`src/rtl/str_pkg.sv`:
```
// Shared types and constants for the framed-string transmitter (str_tx) and its LFSR.
// The optional error-injection feature is enabled by defining STR_TX_ERR_INJECT_EN.
package str_pkg;

  typedef enum logic [2:0] {
    S_IDLE,
    S_SOF,
    S_HEAD,
    S_BODY,
    S_EOF,
    S_DONE
  } state_t;

  localparam logic [7:0] NUL    = 8'h00;
  localparam logic [7:0] DOT    = 8'h2E;
  localparam logic [7:0] CHAR_0 = 8'h30;
  localparam logic [7:0] CHAR_A = 8'h41;

  // Finance-start header characters: '#', '$', '%', '&', '@'
  localparam int         FIN_N = 5;
  localparam logic [7:0] FIN_TABLE [FIN_N] = '{8'h23, 8'h24, 8'h25, 8'h26, 8'h40};

  // Taps for x^8+x^6+x^5+x^4+1 on a left-shifting register (bits 7,5,4,3)
  localparam logic [7:0] LFSR_TAPS = 8'hB8;

  function automatic logic [7:0] fin_head(input logic [7:0] seed);
    logic [7:0] idx;
    idx = seed % 8'd5;
    case (idx)
      8'd0:    return FIN_TABLE[0];
      8'd1:    return FIN_TABLE[1];
      8'd2:    return FIN_TABLE[2];
      8'd3:    return FIN_TABLE[3];
      default: return FIN_TABLE[4];
    endcase
  endfunction

  // Even LFSR value selects a digit, odd selects an upper-case letter.
  function automatic logic [7:0] body_char(input logic [7:0] l);
    logic [6:0] h;
    h = l[7:1];
    if (!l[0]) return CHAR_0 + 8'(h % 7'd10);
    else       return CHAR_A + 8'(h % 7'd26);
  endfunction

endpackage

```
`src/rtl/str_tx_if.sv`:
```
// Valid/ready byte stream between the string transmitter and its checker.
interface str_tx_if;
  logic [7:0] data;
  logic       valid;
  logic       ready;

  modport master (output data, output valid, input ready);
  modport slave  (input data, input valid, output ready);
endinterface

```
`src/rtl/str_lfsr.sv`:
```
// 8-bit Fibonacci LFSR used to pick body characters; a zero seed is replaced by 0x01.
module str_lfsr
  import str_pkg::*;
(
  input  logic       clk,
  input  logic       rst,
  input  logic       load,
  input  logic [7:0] seed,
  input  logic       step,
  output logic [7:0] value
);

  // NOTE: registers are updated with non-blocking assignments so every flop
  // samples pre-edge values, independent of process evaluation order.
  always_ff @(posedge clk) begin
    if (rst)       value <= 8'h01;
    else if (load) value <= (seed == 8'h00) ? 8'h01 : seed;
    else if (step) value <= {value[6:0], ^(value & LFSR_TAPS)};
  end

endmodule

```
`src/rtl/str_tx.sv`:
```
// Framed string transmitter: emits NUL, HEAD, BODY[len], NUL over a valid/ready stream.
// Define STR_TX_ERR_INJECT_EN to add the inj_err port that corrupts the last body byte.
module str_tx
  import str_pkg::*;
(
  input  logic       clk,
  input  logic       rst,
  input  logic       start,
  input  logic [3:0] len,
  input  logic [7:0] seed,
`ifdef STR_TX_ERR_INJECT_EN
  input  logic       inj_err,
`endif
  output logic       busy,
  output logic       done,
  str_tx_if.master   tx
);

  state_t     state_q, state_d;
  logic [3:0] len_q, cnt_q;
  logic [7:0] head_q;
  logic       inj_q, inj_in;
  logic       lfsr_load, lfsr_step;
  logic [7:0] lfsr_val;
  logic       xfer, last_body;

`ifdef STR_TX_ERR_INJECT_EN
  assign inj_in = inj_err;
`else
  assign inj_in = 1'b0;
`endif

  assign xfer      = tx.valid && tx.ready;
  assign last_body = (cnt_q == len_q - 4'd1);
  assign busy      = (state_q != S_IDLE);
  assign done      = (state_q == S_DONE);

  always_ff @(posedge clk) begin
    if (rst) begin
      state_q <= S_IDLE;
      len_q   <= 4'd0;
      cnt_q   <= 4'd0;
      head_q  <= NUL;
      inj_q   <= 1'b0;
    end else begin
      state_q <= state_d;
      if (lfsr_load) begin
        len_q  <= len;
        cnt_q  <= 4'd0;
        head_q <= fin_head(seed);
        inj_q  <= inj_in;
      end else if (state_q == S_BODY && xfer) begin
        cnt_q <= cnt_q + 4'd1;
      end
    end
  end

  // NOTE: every output of this block gets a default first, so no path can
  // leave a value unassigned and infer a latch.
  always_comb begin
    state_d   = state_q;
    lfsr_load = 1'b0;
    lfsr_step = 1'b0;
    tx.valid  = 1'b0;
    tx.data   = NUL;
    case (state_q)
      S_IDLE: begin
        if (start) begin
          lfsr_load = 1'b1;
          state_d   = S_SOF;
        end
      end
      S_SOF: begin
        tx.valid = 1'b1;
        if (tx.ready) state_d = S_HEAD;
      end
      S_HEAD: begin
        tx.valid = 1'b1;
        tx.data  = (inj_q && len_q == 4'd0) ? DOT : head_q;
        if (tx.ready) state_d = (len_q == 4'd0) ? S_EOF : S_BODY;
      end
      S_BODY: begin
        tx.valid = 1'b1;
        tx.data  = (inj_q && last_body) ? DOT : body_char(lfsr_val);
        if (tx.ready) begin
          lfsr_step = 1'b1;
          if (last_body) state_d = S_EOF;
        end
      end
      S_EOF: begin
        tx.valid = 1'b1;
        if (tx.ready) state_d = S_DONE;
      end
      S_DONE:  state_d = S_IDLE;
      default: state_d = S_IDLE;
    endcase
  end

  str_lfsr u_lfsr (
    .clk  (clk),
    .rst  (rst),
    .load (lfsr_load),
    .seed (seed),
    .step (lfsr_step),
    .value(lfsr_val)
  );

endmodule

```
`src/flat_wrapper.sv`:
```
// flat-port wrapper written by rule: the top's interface ports become plain ports
module str_tx_flat import str_pkg::*;
  (clk, rst, start, len, seed, busy, done, tx_data, tx_valid, tx_ready);
  str_tx_if tx_i ();
  input  logic clk;
  input  logic rst;
  input  logic start;
  input  logic [3:0] len;
  input  logic [7:0] seed;
  output logic busy;
  output logic done;
  output wire logic [$bits(tx_i.data)-1:0] tx_data;
  output wire logic [$bits(tx_i.valid)-1:0] tx_valid;
  input wire logic [$bits(tx_i.ready)-1:0] tx_ready;
  assign tx_data = tx_i.data;
  assign tx_valid = tx_i.valid;
  assign tx_i.ready = tx_ready;
  str_tx u_core (.clk(clk), .rst(rst), .start(start), .len(len), .seed(seed), .busy(busy), .done(done), .tx(tx_i));
endmodule
```
`config.mk`:
```
export PLATFORM = sky130hd
export DESIGN_NAME = str_tx_flat
export DESIGN_NICKNAME = d
export VERILOG_FILES = /design/src/rtl/str_pkg.sv /design/src/rtl/str_tx_if.sv /design/src/rtl/str_lfsr.sv /design/src/rtl/str_tx.sv /design/src/flat_wrapper.sv
export SDC_FILE = /design/constraint.sdc
export NUM_CORES = 1
export LEC_CHECK = 0
export BUFFER_PORTS_ARGS = -buffer_cell sky130_fd_sc_hd__buf_2
export CAP_MARGIN = 20
export CELL_PAD_IN_SITES_DETAIL_PLACEMENT = 0
export CELL_PAD_IN_SITES_GLOBAL_PLACEMENT = 1
export CORE_AREA = 4 4 99 92
export CTS_BUF_LIST = sky130_fd_sc_hd__clkbuf_4
export DETAILED_ROUTE_END_ITERATION = 8
export DIE_AREA = 0 0 103 96
export HOLD_SLACK_MARGIN = 0.1
export PLACE_DENSITY_LB_ADDON = 0.1
export SLEW_MARGIN = 20
export SYNTH_ARGS = -nofsm -noshare
export SYNTH_HDL_FRONTEND = slang
export SYNTH_SLANG_ARGS = --single-unit
```
`constraint.sdc`:
```
create_clock -name clk -period 6.9 [get_ports clk]
set_input_delay 0.345 -clock clk [delete_from_list [all_inputs] [get_ports clk]]
set_output_delay 0.345 -clock clk [all_outputs]
set_load 0.02 [all_outputs]
```
==> metrics.cfg <==
[synth]
synth_edf_count = 0
synthFlopType = dfxtp_1
synth.distinct_cells = 77
syn_nets = 481
ys_warn_count = 0
avgSynthCellArea_um2 = 7.03
synthCells = 452
ys_seq_area_share_pct = 15.1
synth-async-reset-ratio_pct = 0
synth-seq-cells = 24
syn-cell-area_um2 = 3180

[global_routing]
track_usage_pct = 17.2
overflow = 0
grt_max_degree = 30
grtUsageMet1_pct = 25.9
globalRouteMet2Util_pct = 27.6
use_met3_pct = 1.59
first_global_vias = 2858
antenna_found_initial = 0
grt_pass1_wl_um = 14300
busiest_layer = met2

[floorplan]
die_area_um2 = 9890
start_util_pct = 39.7
row_count = 31
ioPinCount = 27
core_um2 = 7990
die_h_um = 96
fp.dieW_um = 103

[clocking]
cts_hold_buf = 0
cts_setup_buffers = 0
cts_tree = yes
cts_resized = 0
clk_pin_slew_ps = 150
root_buffer = clkbuf_4
numClockSinks = 24
numCtsBuffers = 3
clock_latency_ps = 320
htree_levels = 1
cts_buffer_depth = 2

[timing]
period_needed_ps = 4660
slew_headroom_pct = 34.3
hold_violations = 0
skew_ps = 4.62
fin_tns_setup_ps = 0
final-max-slew-violation-count = 0
rsz0062_at_grt = no
max_freq_mhz = 215
worst_pin_slew_ps = 984
finalSetupViolCount = 0
fin_crit_sh_pct = 67.5
hold_ws_ps = 241

[run_status]
outcome = finished clean

[final_layout]
nets = 475
diodes = 0
final_util_pct = 41.6
drive_gt1_share_pct = 12.1
syn_to_final_growth_pct = 4.57

[routing]
ant_nets = 0
drtIter0Drc = 139
drc = 0
wl_per_cell_um = 15.1
dr.pass1.iters = 4
avgViaCountPerCell = 5.80
finalWirelength_um = 8200
vias = 3155

[worst_setup_path]
worst_path_max_delay_cell = o41ai_4
path_max_fanout = 27
cp.arrival_ps = 4310
crit_type = reg2out
path_buf_inv = 4
critPathCaptureType = output pin
crit_family = simple AND/OR/NAND/NOR gates
crit_chain = buf_4 -> inv_2 -> ha_1 -> or2_2 -> o41ai_4 -> nand2_1 -> nor3_1 -> a21oi_1 -> o211ai_1 -> inv_2 -> ha_1 -> nor2_1 -> o21bai_1 -> ha_1 -> xor2_1 -> nor2_1 -> a21oi_1 -> a21oi_1 -> buf_2
worst_setup_path_start_kind = register
critPathRequiredTime_ps = 6550
max_stage_delay_ps = 440

[power]
swShare_pct = 51.0
power_density_nw_per_um2 = 304
switching_power_uw = 515
p_leak_uw = 0.00127
seqPwrFrac_pct = 25.6
p_comb_share_pct = 64.0
ir_worst_vdd_mv = 0.0937
internal_power_uw = 495
pwr-share-clk_pct = 10.4

[place]
dp_hpwl_um = 6060
place.gp.congestion = 0.828
port_buffers = 26

[min_path]
min_path_type = in2reg

[flow_run]
cap_violations = 0

## area by class of cell
type	instances	area (µm²)
clock buffers	3	22.5
repair buffers	27	138
multi-input cells	371	2450
clock inverters	1	30.0
well taps	99	124
inverters	19	71.3
flip-flops and latches	24	480
fillers	861	4670
## sequential cells by signal (all words and copies together), names as in the netlist
signal,flops
u_core.state_q,3
u_core.cnt_q,4
u_core.u_lfsr.value,8
u_core.head_q,5
u_core.len_q,4
## cell usage in the layout, fill, tap and decap left out, drive strengths merged, types with 4 or more instances in the layout
master and instances:
a211oi 14, a21oi 41, a31oi 8, a32oi 4
and2 4, buf 27, dfxtp 24, ha 13
inv 19, mux2i 10, nand2 32, nand2b 7
nand3 15, nor2 53, nor2b 5, nor3 16
nor3b 4, nor4bb 4, o211a 4, o211ai 7
o21a 4, o21ai 28, o22ai 4, or2 4
xnor2 19, xor2 8
## power by group through the flow
stage	logic, µW	clock network [µW]	registers [µW]
floorplan	588	0	191
global placement	645	0	261
detailed placement	644	0	261
CTS	649	109	258
global route	738	115	272
finish	646	105	258
## metrics by stage
| step | cells | setup slack [ps] | power [µW] | instance area (µm²) |
|---|---|---|---|---|
| after global placement | 540 | 2660 | 906 | 3270 |
| after detailed placement | 540 | 2590 | 906 | 3270 |
| after CTS | 544 | 2200 | 1020 | 3320 |
| after global routing | 544 | 1770 | 1120 | 3320 |
| after floorplan | 452 | 3000 | 779 | 3180 |
| final | 544 | 2240 | 1010 | 3320 |
## worst register-to-register path, stage by stage, from the launching register on
cell	delay (ps)
dfxtp_1	510
nor2b_1	500
nand3_1	640
nor2_1	270
a21oi_1	60
a211oi_1	260
## synth_stat cells, types with 4 or more instances
cell type,instances,area [µm²]
nor2b_1,5,31.3
or2_2,4,25.0
o211ai_1,7,52.6
xnor2_1,19,166
inv_1,14,52.6
clkbuf_1,24,90.1
o21ai_1,4,20.0
a31oi_1,8,50.1
dfxtp_1,24,480
a32oi_1,4,35.0
a21oi_1,40,200
a211oi_1,13,97.6
o21ai_0,22,110
mux2i_1,10,100
o211a_1,4,40.0
nand2_1,32,120
nand3_1,15,75.1
o22ai_1,4,25.0
nor4bb_1,4,40.0
nor3b_1,4,30.0
nor2_1,53,199
nand2b_1,7,43.8
xor2_1,8,70.1
buf_2,9,45.0
nor3_1,16,80.1
ha_1,13,163
inv_2,5,18.8
## kinds of logic after synthesis
logic type / share of synthesized area [%]
AO/OA/AOI/OAI: 34.3
XOR/XNOR: 7.45
adder cells (fa/ha/maj): 5.12
buffers and inverters: 7.56
flip-flops: 15.1
multiplexers: 3.51
AND/OR/NAND/NOR: 26.9
## routing by layer
layer | routed length [µm] | share of wire, %
met5 | 0 | 0
met4 | 24 | 0.29
met2 | 3810 | 47
met1 | 4150 | 51
met3 | 210 | 2.6
## path summary, 6_finish.rpt
path / from / to / slack, ps / cells past startpoint
worst max-delay path: u_core.u_lfsr.value[4] / tx_data[6] / 2240 / 19
worst min-delay path: len[2] / u_core.len_q[2] / 240 / 3
worst max register to register: u_core.state_q[1] / u_core.u_lfsr.value[3] / 4590 / 5
worst min register to register: u_core.head_q[5] / u_core.head_q[5] / 480 / 2
(Power assumes the default switching activity.)
